File: src/rtl/alu_types.sv
// alu_types_pkg: ALU operation encoding shared by the control path and the ALU.
package alu_types_pkg;
  typedef enum logic [3:0] {
    ALU_ADD, ALU_SUB, ALU_SLL, ALU_SLT, ALU_SLTU,
    ALU_XOR, ALU_SRL, ALU_SRA, ALU_OR, ALU_AND
  } alu_control_t;
endpackage

File: src/rtl/rv32i_ctrl_pkg.sv
// rv32i_ctrl_pkg: state, mux-select and opcode encodings for the multicycle RV32I control FSM.
package rv32i_ctrl_pkg;
  typedef enum logic [3:0] {
    S_FETCH, S_DECODE, S_MEMADR, S_MEMREAD, S_MEMWB, S_MEMWRITE, S_EXEC_R, S_EXEC_I,
    S_ALUWB, S_BRANCH, S_JAL, S_JALR, S_JALWB, S_LUI, S_AUIPC, S_ILLEGAL
  } state_t;
  typedef enum logic [1:0] {A_PC, A_OLD_PC, A_REG_A, A_ZERO} alu_src_a_t;
  typedef enum logic [1:0] {B_REG_B, B_IMM, B_FOUR} alu_src_b_t;
  typedef enum logic [1:0] {R_ALU_OUT, R_DATA, R_ALU_RESULT} res_src_t;
  typedef enum logic [2:0] {IMM_I, IMM_S, IMM_B, IMM_J, IMM_U} imm_src_t;
  typedef enum logic [1:0] {ALUOP_ADD, ALUOP_SUB, ALUOP_FUNCT} alu_op_t;
  localparam logic [6:0] OPC_LOAD   = 7'b0000011;
  localparam logic [6:0] OPC_STORE  = 7'b0100011;
  localparam logic [6:0] OPC_R      = 7'b0110011;
  localparam logic [6:0] OPC_I      = 7'b0010011;
  localparam logic [6:0] OPC_BRANCH = 7'b1100011;
  localparam logic [6:0] OPC_JAL    = 7'b1101111;
  localparam logic [6:0] OPC_JALR   = 7'b1100111;
  localparam logic [6:0] OPC_LUI    = 7'b0110111;
  localparam logic [6:0] OPC_AUIPC  = 7'b0010111;
  // funct3 bit 0 inverts the condition; 010/011 are not branch encodings
  function automatic logic branch_taken(input logic [2:0] f3, input logic eq, input logic lt,
                                        input logic ltu);
    return (f3[2:1] == 2'b01) ? 1'b0 : ((f3[2] ? (f3[1] ? ltu : lt) : eq) ^ f3[0]);
  endfunction
endpackage

File: src/rtl/rv32i_alu_decoder.sv
// rv32i_alu_decoder: maps the FSM's ALU request plus funct fields to an ALU operation.
module rv32i_alu_decoder
  import rv32i_ctrl_pkg::*;
  import alu_types_pkg::*;
(
  input  alu_op_t      alu_op,
  input  logic [2:0]   funct3,
  input  logic         funct7_5,
  input  logic         op5,
  output alu_control_t alu_control
);
  alu_control_t funct_ctl;
  always_comb begin
    funct_ctl = ALU_ADD;
    case (funct3)
      3'b000: funct_ctl = (op5 & funct7_5) ? ALU_SUB : ALU_ADD;
      3'b001: funct_ctl = ALU_SLL;
      3'b010: funct_ctl = ALU_SLT;
      3'b011: funct_ctl = ALU_SLTU;
      3'b100: funct_ctl = ALU_XOR;
      3'b101: funct_ctl = funct7_5 ? ALU_SRA : ALU_SRL;
      3'b110: funct_ctl = ALU_OR;
      3'b111: funct_ctl = ALU_AND;
      default: funct_ctl = ALU_ADD;
    endcase
    alu_control = (alu_op == ALUOP_SUB) ? ALU_SUB : (alu_op == ALUOP_FUNCT) ? funct_ctl : ALU_ADD;
  end
endmodule

File: src/rtl/rv32i_main_fsm.sv
// rv32i_main_fsm: Moore control FSM for the multicycle RV32I core.
// RV32I_FSM_ILLEGAL_TRAP_EN: unknown opcodes trap in an absorbing ILLEGAL state with illegal_op.
module rv32i_main_fsm
  import rv32i_ctrl_pkg::*;
  import alu_types_pkg::*;
(
  input  logic         clk,
  input  logic         rst,
  input  logic         ena,
  input  logic [6:0]   op,
  input  logic [2:0]   funct3,
  input  logic         funct7_5,
  input  logic         cmp_eq,
  input  logic         cmp_lt,
  input  logic         cmp_ltu,
  output logic         pc_write,
  output logic         adr_src,
  output logic         mem_write,
  output logic         ir_write,
  output logic         reg_write,
  output logic [1:0]   alu_src_a,
  output logic [1:0]   alu_src_b,
  output logic [1:0]   res_src,
  output logic [2:0]   imm_src,
  output alu_control_t alu_control,
`ifdef RV32I_FSM_ILLEGAL_TRAP_EN
  output logic         illegal_op,
`endif
  output logic [3:0]   state
);
  state_t state_q, state_d, nxt;
  logic pc_w, ir_w, reg_w, mem_w, adr;
  alu_src_a_t src_a;
  alu_src_b_t src_b;
  res_src_t res;
  imm_src_t imm;
  alu_op_t alu_op;
  function automatic state_t decode_next(input logic [6:0] o);
    case (o)
      OPC_LOAD, OPC_STORE: return S_MEMADR;
      OPC_R:      return S_EXEC_R;
      OPC_I:      return S_EXEC_I;
      OPC_BRANCH: return S_BRANCH;
      OPC_JAL:    return S_JAL;
      OPC_JALR:   return S_JALR;
      OPC_LUI:    return S_LUI;
      OPC_AUIPC:  return S_AUIPC;
`ifdef RV32I_FSM_ILLEGAL_TRAP_EN
      default:    return S_ILLEGAL;
`else
      default:    return S_FETCH;
`endif
    endcase
  endfunction
  always_ff @(posedge clk) begin
    if (rst) state_q <= S_FETCH;
    else state_q <= state_d;
  end
  always_comb begin
    nxt = state_q;
    pc_w = 1'b0;
    ir_w = 1'b0;
    reg_w = 1'b0;
    mem_w = 1'b0;
    adr = 1'b0;
    src_a = A_PC;
    src_b = B_REG_B;
    res = R_ALU_OUT;
    imm = IMM_I;
    alu_op = ALUOP_ADD;
    case (state_q)
      S_FETCH: begin
        ir_w = 1'b1;
        pc_w = 1'b1;
        src_b = B_FOUR;
        res = R_ALU_RESULT;
        nxt = S_DECODE;
      end
      // JAL needs its J-immediate target precomputed here, everything else uses the B form
      S_DECODE: begin
        src_a = A_OLD_PC;
        src_b = B_IMM;
        imm = (op == OPC_JAL) ? IMM_J : IMM_B;
        nxt = decode_next(op);
      end
      S_MEMADR: begin
        src_a = A_REG_A;
        src_b = B_IMM;
        imm = op[5] ? IMM_S : IMM_I;
        nxt = op[5] ? S_MEMWRITE : S_MEMREAD;
      end
      S_MEMREAD: begin
        adr = 1'b1;
        nxt = S_MEMWB;
      end
      S_MEMWB: begin
        res = R_DATA;
        reg_w = 1'b1;
        nxt = S_FETCH;
      end
      S_MEMWRITE: begin
        adr = 1'b1;
        mem_w = 1'b1;
        nxt = S_FETCH;
      end
      S_EXEC_R: begin
        src_a = A_REG_A;
        alu_op = ALUOP_FUNCT;
        nxt = S_ALUWB;
      end
      S_EXEC_I: begin
        src_a = A_REG_A;
        src_b = B_IMM;
        alu_op = ALUOP_FUNCT;
        nxt = S_ALUWB;
      end
      S_ALUWB: begin
        reg_w = 1'b1;
        nxt = S_FETCH;
      end
      S_BRANCH: begin
        src_a = A_REG_A;
        alu_op = ALUOP_SUB;
        pc_w = branch_taken(funct3, cmp_eq, cmp_lt, cmp_ltu);
        nxt = S_FETCH;
      end
      S_JAL: begin
        src_a = A_OLD_PC;
        src_b = B_FOUR;
        pc_w = 1'b1;
        nxt = S_ALUWB;
      end
      S_JALR: begin
        src_a = A_REG_A;
        src_b = B_IMM;
        res = R_ALU_RESULT;
        pc_w = 1'b1;
        nxt = S_JALWB;
      end
      S_JALWB: begin
        src_a = A_OLD_PC;
        src_b = B_FOUR;
        res = R_ALU_RESULT;
        reg_w = 1'b1;
        nxt = S_FETCH;
      end
      S_LUI: begin
        src_a = A_ZERO;
        src_b = B_IMM;
        imm = IMM_U;
        nxt = S_ALUWB;
      end
      S_AUIPC: begin
        src_a = A_OLD_PC;
        src_b = B_IMM;
        imm = IMM_U;
        nxt = S_ALUWB;
      end
      S_ILLEGAL: nxt = S_ILLEGAL;
      default: nxt = S_FETCH;
    endcase
    state_d = ena ? nxt : state_q;
  end
  rv32i_alu_decoder u_alu_dec (
    .alu_op     (alu_op),
    .funct3     (funct3),
    .funct7_5   (funct7_5),
    .op5        (op[5]),
    .alu_control(alu_control)
  );
  assign pc_write  = pc_w & ena & ~rst;
  assign ir_write  = ir_w & ena & ~rst;
  assign reg_write = reg_w & ena & ~rst;
  assign mem_write = mem_w & ena & ~rst;
  assign adr_src   = adr;
  assign alu_src_a = src_a;
  assign alu_src_b = src_b;
  assign res_src   = res;
  assign imm_src   = imm;
  assign state     = state_q;
`ifdef RV32I_FSM_ILLEGAL_TRAP_EN
  assign illegal_op = (state_q == S_ILLEGAL);
`endif
endmodule
File: config.mk
export PLATFORM = sky130hd
export DESIGN_NAME = rv32i_main_fsm
export DESIGN_NICKNAME = d
export VERILOG_FILES = /design/src/rtl/alu_types.sv /design/src/rtl/rv32i_ctrl_pkg.sv /design/src/rtl/rv32i_alu_decoder.sv /design/src/rtl/rv32i_main_fsm.sv
export SDC_FILE = /design/constraint.sdc
export NUM_CORES = 1
export LEC_CHECK = 0
export CAP_MARGIN = 0
export CORE_MARGIN = 1.5
export CORE_UTILIZATION = 38
export DETAILED_ROUTE_END_ITERATION = 10
export GPL_TIMING_DRIVEN = 0
export PLACE_DENSITY = 0.75
export SLEW_MARGIN = 20
export SYNTH_ARGS = -nofsm -noshare
export SYNTH_HDL_FRONTEND = slang
export SYNTH_HIERARCHICAL = 1
export SYNTH_SLANG_ARGS = --single-unit
File: constraint.sdc
create_clock -name clk -period 2.55 [get_ports clk]
set_clock_uncertainty 0.05 [all_clocks]
set_input_delay 0.765 -clock clk [delete_from_list [all_inputs] [get_ports clk]]
set_output_delay 0.765 -clock clk [all_outputs]
set_load 0.05 [all_outputs]
Word-level counts from Yosys, hierarchy flattened
Cells that the tools add are included.
{ "word_totals": {"regBits": 4, "in_bits": 17, "out_inout_bits": 22, "word_cells": 84} }
{ "op_classes": {"n_eq_ne": 34, "muxes": 23, "n_bitwise": 11, "n_reduce_logical": 15} }
{ "op_table": {"columns": ["operator", "n"], "rows": [
  ["$pmux 4 s8", 3],
  ["$eq 4x4->1 const B", 8],
  ["$eq 7x6->1 const B", 3],
  ["$eq 7x7->1 const B", 3],
  ["$eq 4x3->1 const B", 4],
  ["$reduce_or 5->1", 3],
  ["$eq 7x5->1 const B", 2],
  ["$eq 3x3->1 const B", 4],
  ["$pmux 2 s2", 3],
  ["$reduce_or 3->1", 4],
  ["$mux 1", 11],
  ["$and 1x1->1", 9],
  ["$pmux 3 s3", 1],
  ["$eq 4x2->1 const B", 2],
  ["$mux 4", 2],
  ["$reduce_or 2->1", 4],
  ["$eq 7x2->1 const B", 1],
  ["$eq 3x2->1 const B", 2],
  ["$pmux 2 s3", 1],
  ["$reduce_or 6->1", 1],
  ["$eq 2x1->1 const B", 2],
  ["$eq 4x1->1 const B", 1],
  ["$logic_not 4->1", 1],
  ["$reduce_or 4->1", 1],
  ["7 further kinds", 7]
]} }

Logic depth before layout (Yosys ltp)
{ "logic_depth": {"ltp_word": 7, "depth_mapped": 6, "depth_no_buf": 5} }

Modules after synthesis
The synthesis kept the hierarchy.
{ "by_module_without_submodules": {"columns": ["mod", "instances", "cells_each", "area_per_inst_um2", "seq_area_each_um2"], "rows": [
  ["rv32i_main_fsm", 1, 99, 653.1, 80.1],
  ["rv32i_alu_decoder", 1, 16, 95.1, 0.0]
]} }

Worst setup path after synthesis
No wires, ideal clock.
{ "synth_path": {"kind": "reg2out", "start": "register state_q[0], in the netlist state[0]", "end": "output mem_write", "t_arrival_ns": 2.903, "required_time_ns": 1.735, "setup_slack_ns": -1.168, "stages_incl_launch_ff": 4, "n_path_buf": 2, "cell_sequence": "dfxtp_1 clkbuf_1 clkbuf_1 nor4b_1"} }
{ "synth_via": {"elab_chain_len": 4} }
{ "synth_rtl": {"columns": ["element", "line_no", "rtl"], "rows": [
  ["start, declared", "rv32i_main_fsm.sv:31", "state_t state_q, state_d, nxt;"],
  ["start signal, assigned", "rv32i_main_fsm.sv:57", "else state_q <= state_d;"],
  ["$eq 4x3->1", "rv32i_main_fsm.sv:71", "case (state_q)"],
  ["$mux 1", "rv32i_main_fsm.sv:71", null],
  ["$and 1x1->1 (2 in a row)", "rv32i_main_fsm.sv:174", "assign mem_write = mem_w & ena & ~rst;"],
  ["end, declared", "rv32i_main_fsm.sv:18", "output logic mem_write,"]
]} }
No other way between the ends.

Final worst setup path
{ "layout_path": {"start": "input rst", "end": "output pc_write"} }
{ "layout_via": {"elab_chain_len": 2} }
{ "layout_rtl": {"columns": ["element", "line_no", "rtl"], "rows": [
  ["start, declared", "rv32i_main_fsm.sv:8", "input logic rst,"],
  ["$not 1->1", "rv32i_main_fsm.sv:171", "assign pc_write = pc_w & ena & ~rst;"],
  ["$and 1x1->1", "rv32i_main_fsm.sv:171", null],
  ["end, declared", "rv32i_main_fsm.sv:16", "output logic pc_write,"]
]} }
No other way between the ends.

==> metrics <==
outcome finished clean; count of final hold-check violations 0; hold crit path type register to register; max-slew violation count 0; Crit path arrival time ~1700 ps; cell taking the most area after synthesis dfxtp_1; remaining routing DRC violations 0; first-pass GRT wire length ~3.8 mm; pin count of the biggest net entering global routing 11; Initial Utilization 0.420; Worst Setup Start Kind input port; Syn Nets roughly 130; Crit Path Class input port to output pin; Critical Path Max Stage Delay approximately 230 ps; dominant cells by area after synthesis dfxtp_1 (11%), a21oi_1 (8.0%), nand2_1 (6.0%), nand2b_1 (5.9%), nor2_1 (5.5%); most common library cells after synthesis a21oi_1 (12), nand2_1 (12), nor2_1 (11); Worst Hold Slack a little under 700 ps; CP top delay family buffers and inverters; Avg Vias per Cell approximately 5.5; clock slew at reported path FFs around 40 ps; Post-synth EDFFs 0; flops & latches, synth 4; FMAX slightly below 400 MHz; # diodes 0; routed wire length approximately 2.6 mm; Layout Utilization 0.764; Worst Tran Pin Value 498 ps; CTS tree built; Mapped Area between 700 and 800 um2; worst skew pair latency between 200 and 250 ps; Synth Area per Inst about 6.5 um2; placeable core region about 1800 um2; TritonCTS Buffers 3; nets@finish ~180; Longest Clk Path Bufs 2; CP bufs+invs 3; post-DP HPWL about 1.8 mm; critical path's slowest cell clkdlybuf4s15_1; Mapped Cells 115; Routability Congestion 0.842; Pleak around 0.53 nW; Die ar. 2240 um2; routed len/inst about 14 um; CP Cell Sequence clkdlybuf4s15_1 > inv_2 > and3_4 > nand3_1 > o21ai_2 > buf_6; Chip Width between 40 and 50 um; area grow syn2layout 81.9%; critical path required time approximately 1700 ps; FP Rows 15; htree depth 1; worst vdd ir 0.220 mV; input/output buffers 38; Main synth FF type dfxtp_1; placed insts roughly 180; Post-Layout Cell Count between 150 and 200; grt ovf 0; count of cell types in the netlist 40; PwrDens approximately 220 nW/um2; min cycle time layout approximately 2500 ps; Ports 39; Overall Global Routing Usage 0.229; total power ~0.00031 W; CP Max Fanout 4; share of cells above drive strength 1 0.435; vias post-DR approximately 1000; clk sinks 4; yosys warns 6; CP endpoint kind output pin; vias in the first global route around 860; TritonRoute pass-1 iters 4; Final setup viols 0; post-synthesis sequential area ratio 0.107; initial antenna violation count 0; fin crit share 0.993; Vert. Die Dim ~47 um; MaxCap Viol Count 0; slew margin rel. 0.667; max reg flops 4; Root Buffer clkbuf_4; antenna-violating nets left 0; Yosys top cell area share 0.107; First DRT Iteration DRCs 22; Post-synth ARST share 0
## cell type report
cell class / instances / area (um2)
buffer: 7 / 63.8
clock buffer: 4 / 26.3
fill: 144 / 422
inverter: 5 / 18.8
multi-input combinational: 99 / 764
sequential: 4 / 92.6
tap: 25 / 31.3
timing repair buffer: 42 / 364
## timing repair
| item | in CTS | in global routing |
|---|---|---|
| gates cloned | 0 | 0 |
| hold buffers | 0 | 0 |
| gates resized for setup | 122 | 31 |
| pin swaps | 7 | 3 |
| endpoints found under the setup margin | 18 | 14 |
| buffers inserted | 3 | 1 |
## power by group
| part | leakage [nW] | internal, W | total (W) | switching (W) |
|---|---|---|---|---|
| Sequential | 0.0352 | 0.0000614 | 0.0000628 | 0.00000144 |
| Combinational | 0.482 | 0.0000630 | 0.000158 | 0.0000946 |
| Clock | 0.0150 | 0.0000587 | 0.0000849 | 0.0000261 |
| Total | 0.533 | 0.000183 | 0.000305 | 0.000122 |
## per-stage QoR
| step | TNS, ps | setup WS [ps] | instance area [um2] |
|---|---|---|---|
| CTS | -20.4 | -10.5 | 1350 |
| global placement | -9850 | -1100 | 1260 |
| floorplan | -78.1 | -54.8 | 851 |
| global route | -26.1 | -14.5 | 1360 |
| detailed placement | -10130 | -1110 | 1260 |
| finish | 0 | 17.0 | 1360 |
## layer usage
layer	global-route usage	up-vias	share of wire
li1	-	510	-
met1	0.303	469	0.44
met2	0.408	35	0.51
met3	0.0192	0	0.046
met4	0.0333	0	0
met5	0	-	0
## placed cells by master, fill, tap and decap left out, types with 3 or more instances in the layout
| master | n |
|---|---|
| clkbuf_2 | 6 |
| nor2_1 | 7 |
| inv_1 | 3 |
| nor2_2 | 3 |
| buf_6 | 8 |
| nand2_1 | 10 |
| clkdlybuf4s50_1 | 5 |
| dfxtp_4 | 3 |
| o22ai_1 | 3 |
| a21oi_2 | 4 |
| xnor2_1 | 4 |
| clkbuf_4 | 4 |
| buf_2 | 4 |
| a21oi_1 | 8 |
| nand2b_1 | 4 |
| clkdlybuf4s15_1 | 6 |
| nand3_1 | 5 |
| buf_4 | 9 |
| nand3b_1 | 3 |
| o21ai_0 | 4 |
| dlygate4sd2_1 | 6 |
## tightest hold or removal path, stage by stage, from the launching register on
cell	delay, ps
dfxtp_2	340
or3_1	200
a41oi_2	130
## final timing paths
check | depth (start not counted) | slack (ps) | end | startpoint
max reg2reg | 5 | 940 | state[0]$_SDFFE_PP0P_ | state[3]$_SDFFE_PP0P_
min | 2 | 670 | state[0]$_SDFFE_PP0P_ | state[0]$_SDFFE_PP0P_
max | 6 | 20 | pc_write | rst
min reg2reg | 2 | 670 | state[0]$_SDFFE_PP0P_ | state[0]$_SDFFE_PP0P_
## kinds of logic after synthesis
logic type                after synthesis  synth area share
DFF                                     4             0.107
and+or+nand+nor                        59             0.445
xor gates and xnor gates                5            0.0585
muxes                                   1            0.0134
buffers and inverters                  12            0.0752
AOI/OAI and AO/OA                      34             0.301
No activity file was read; power rests on OpenSTA's default activity.
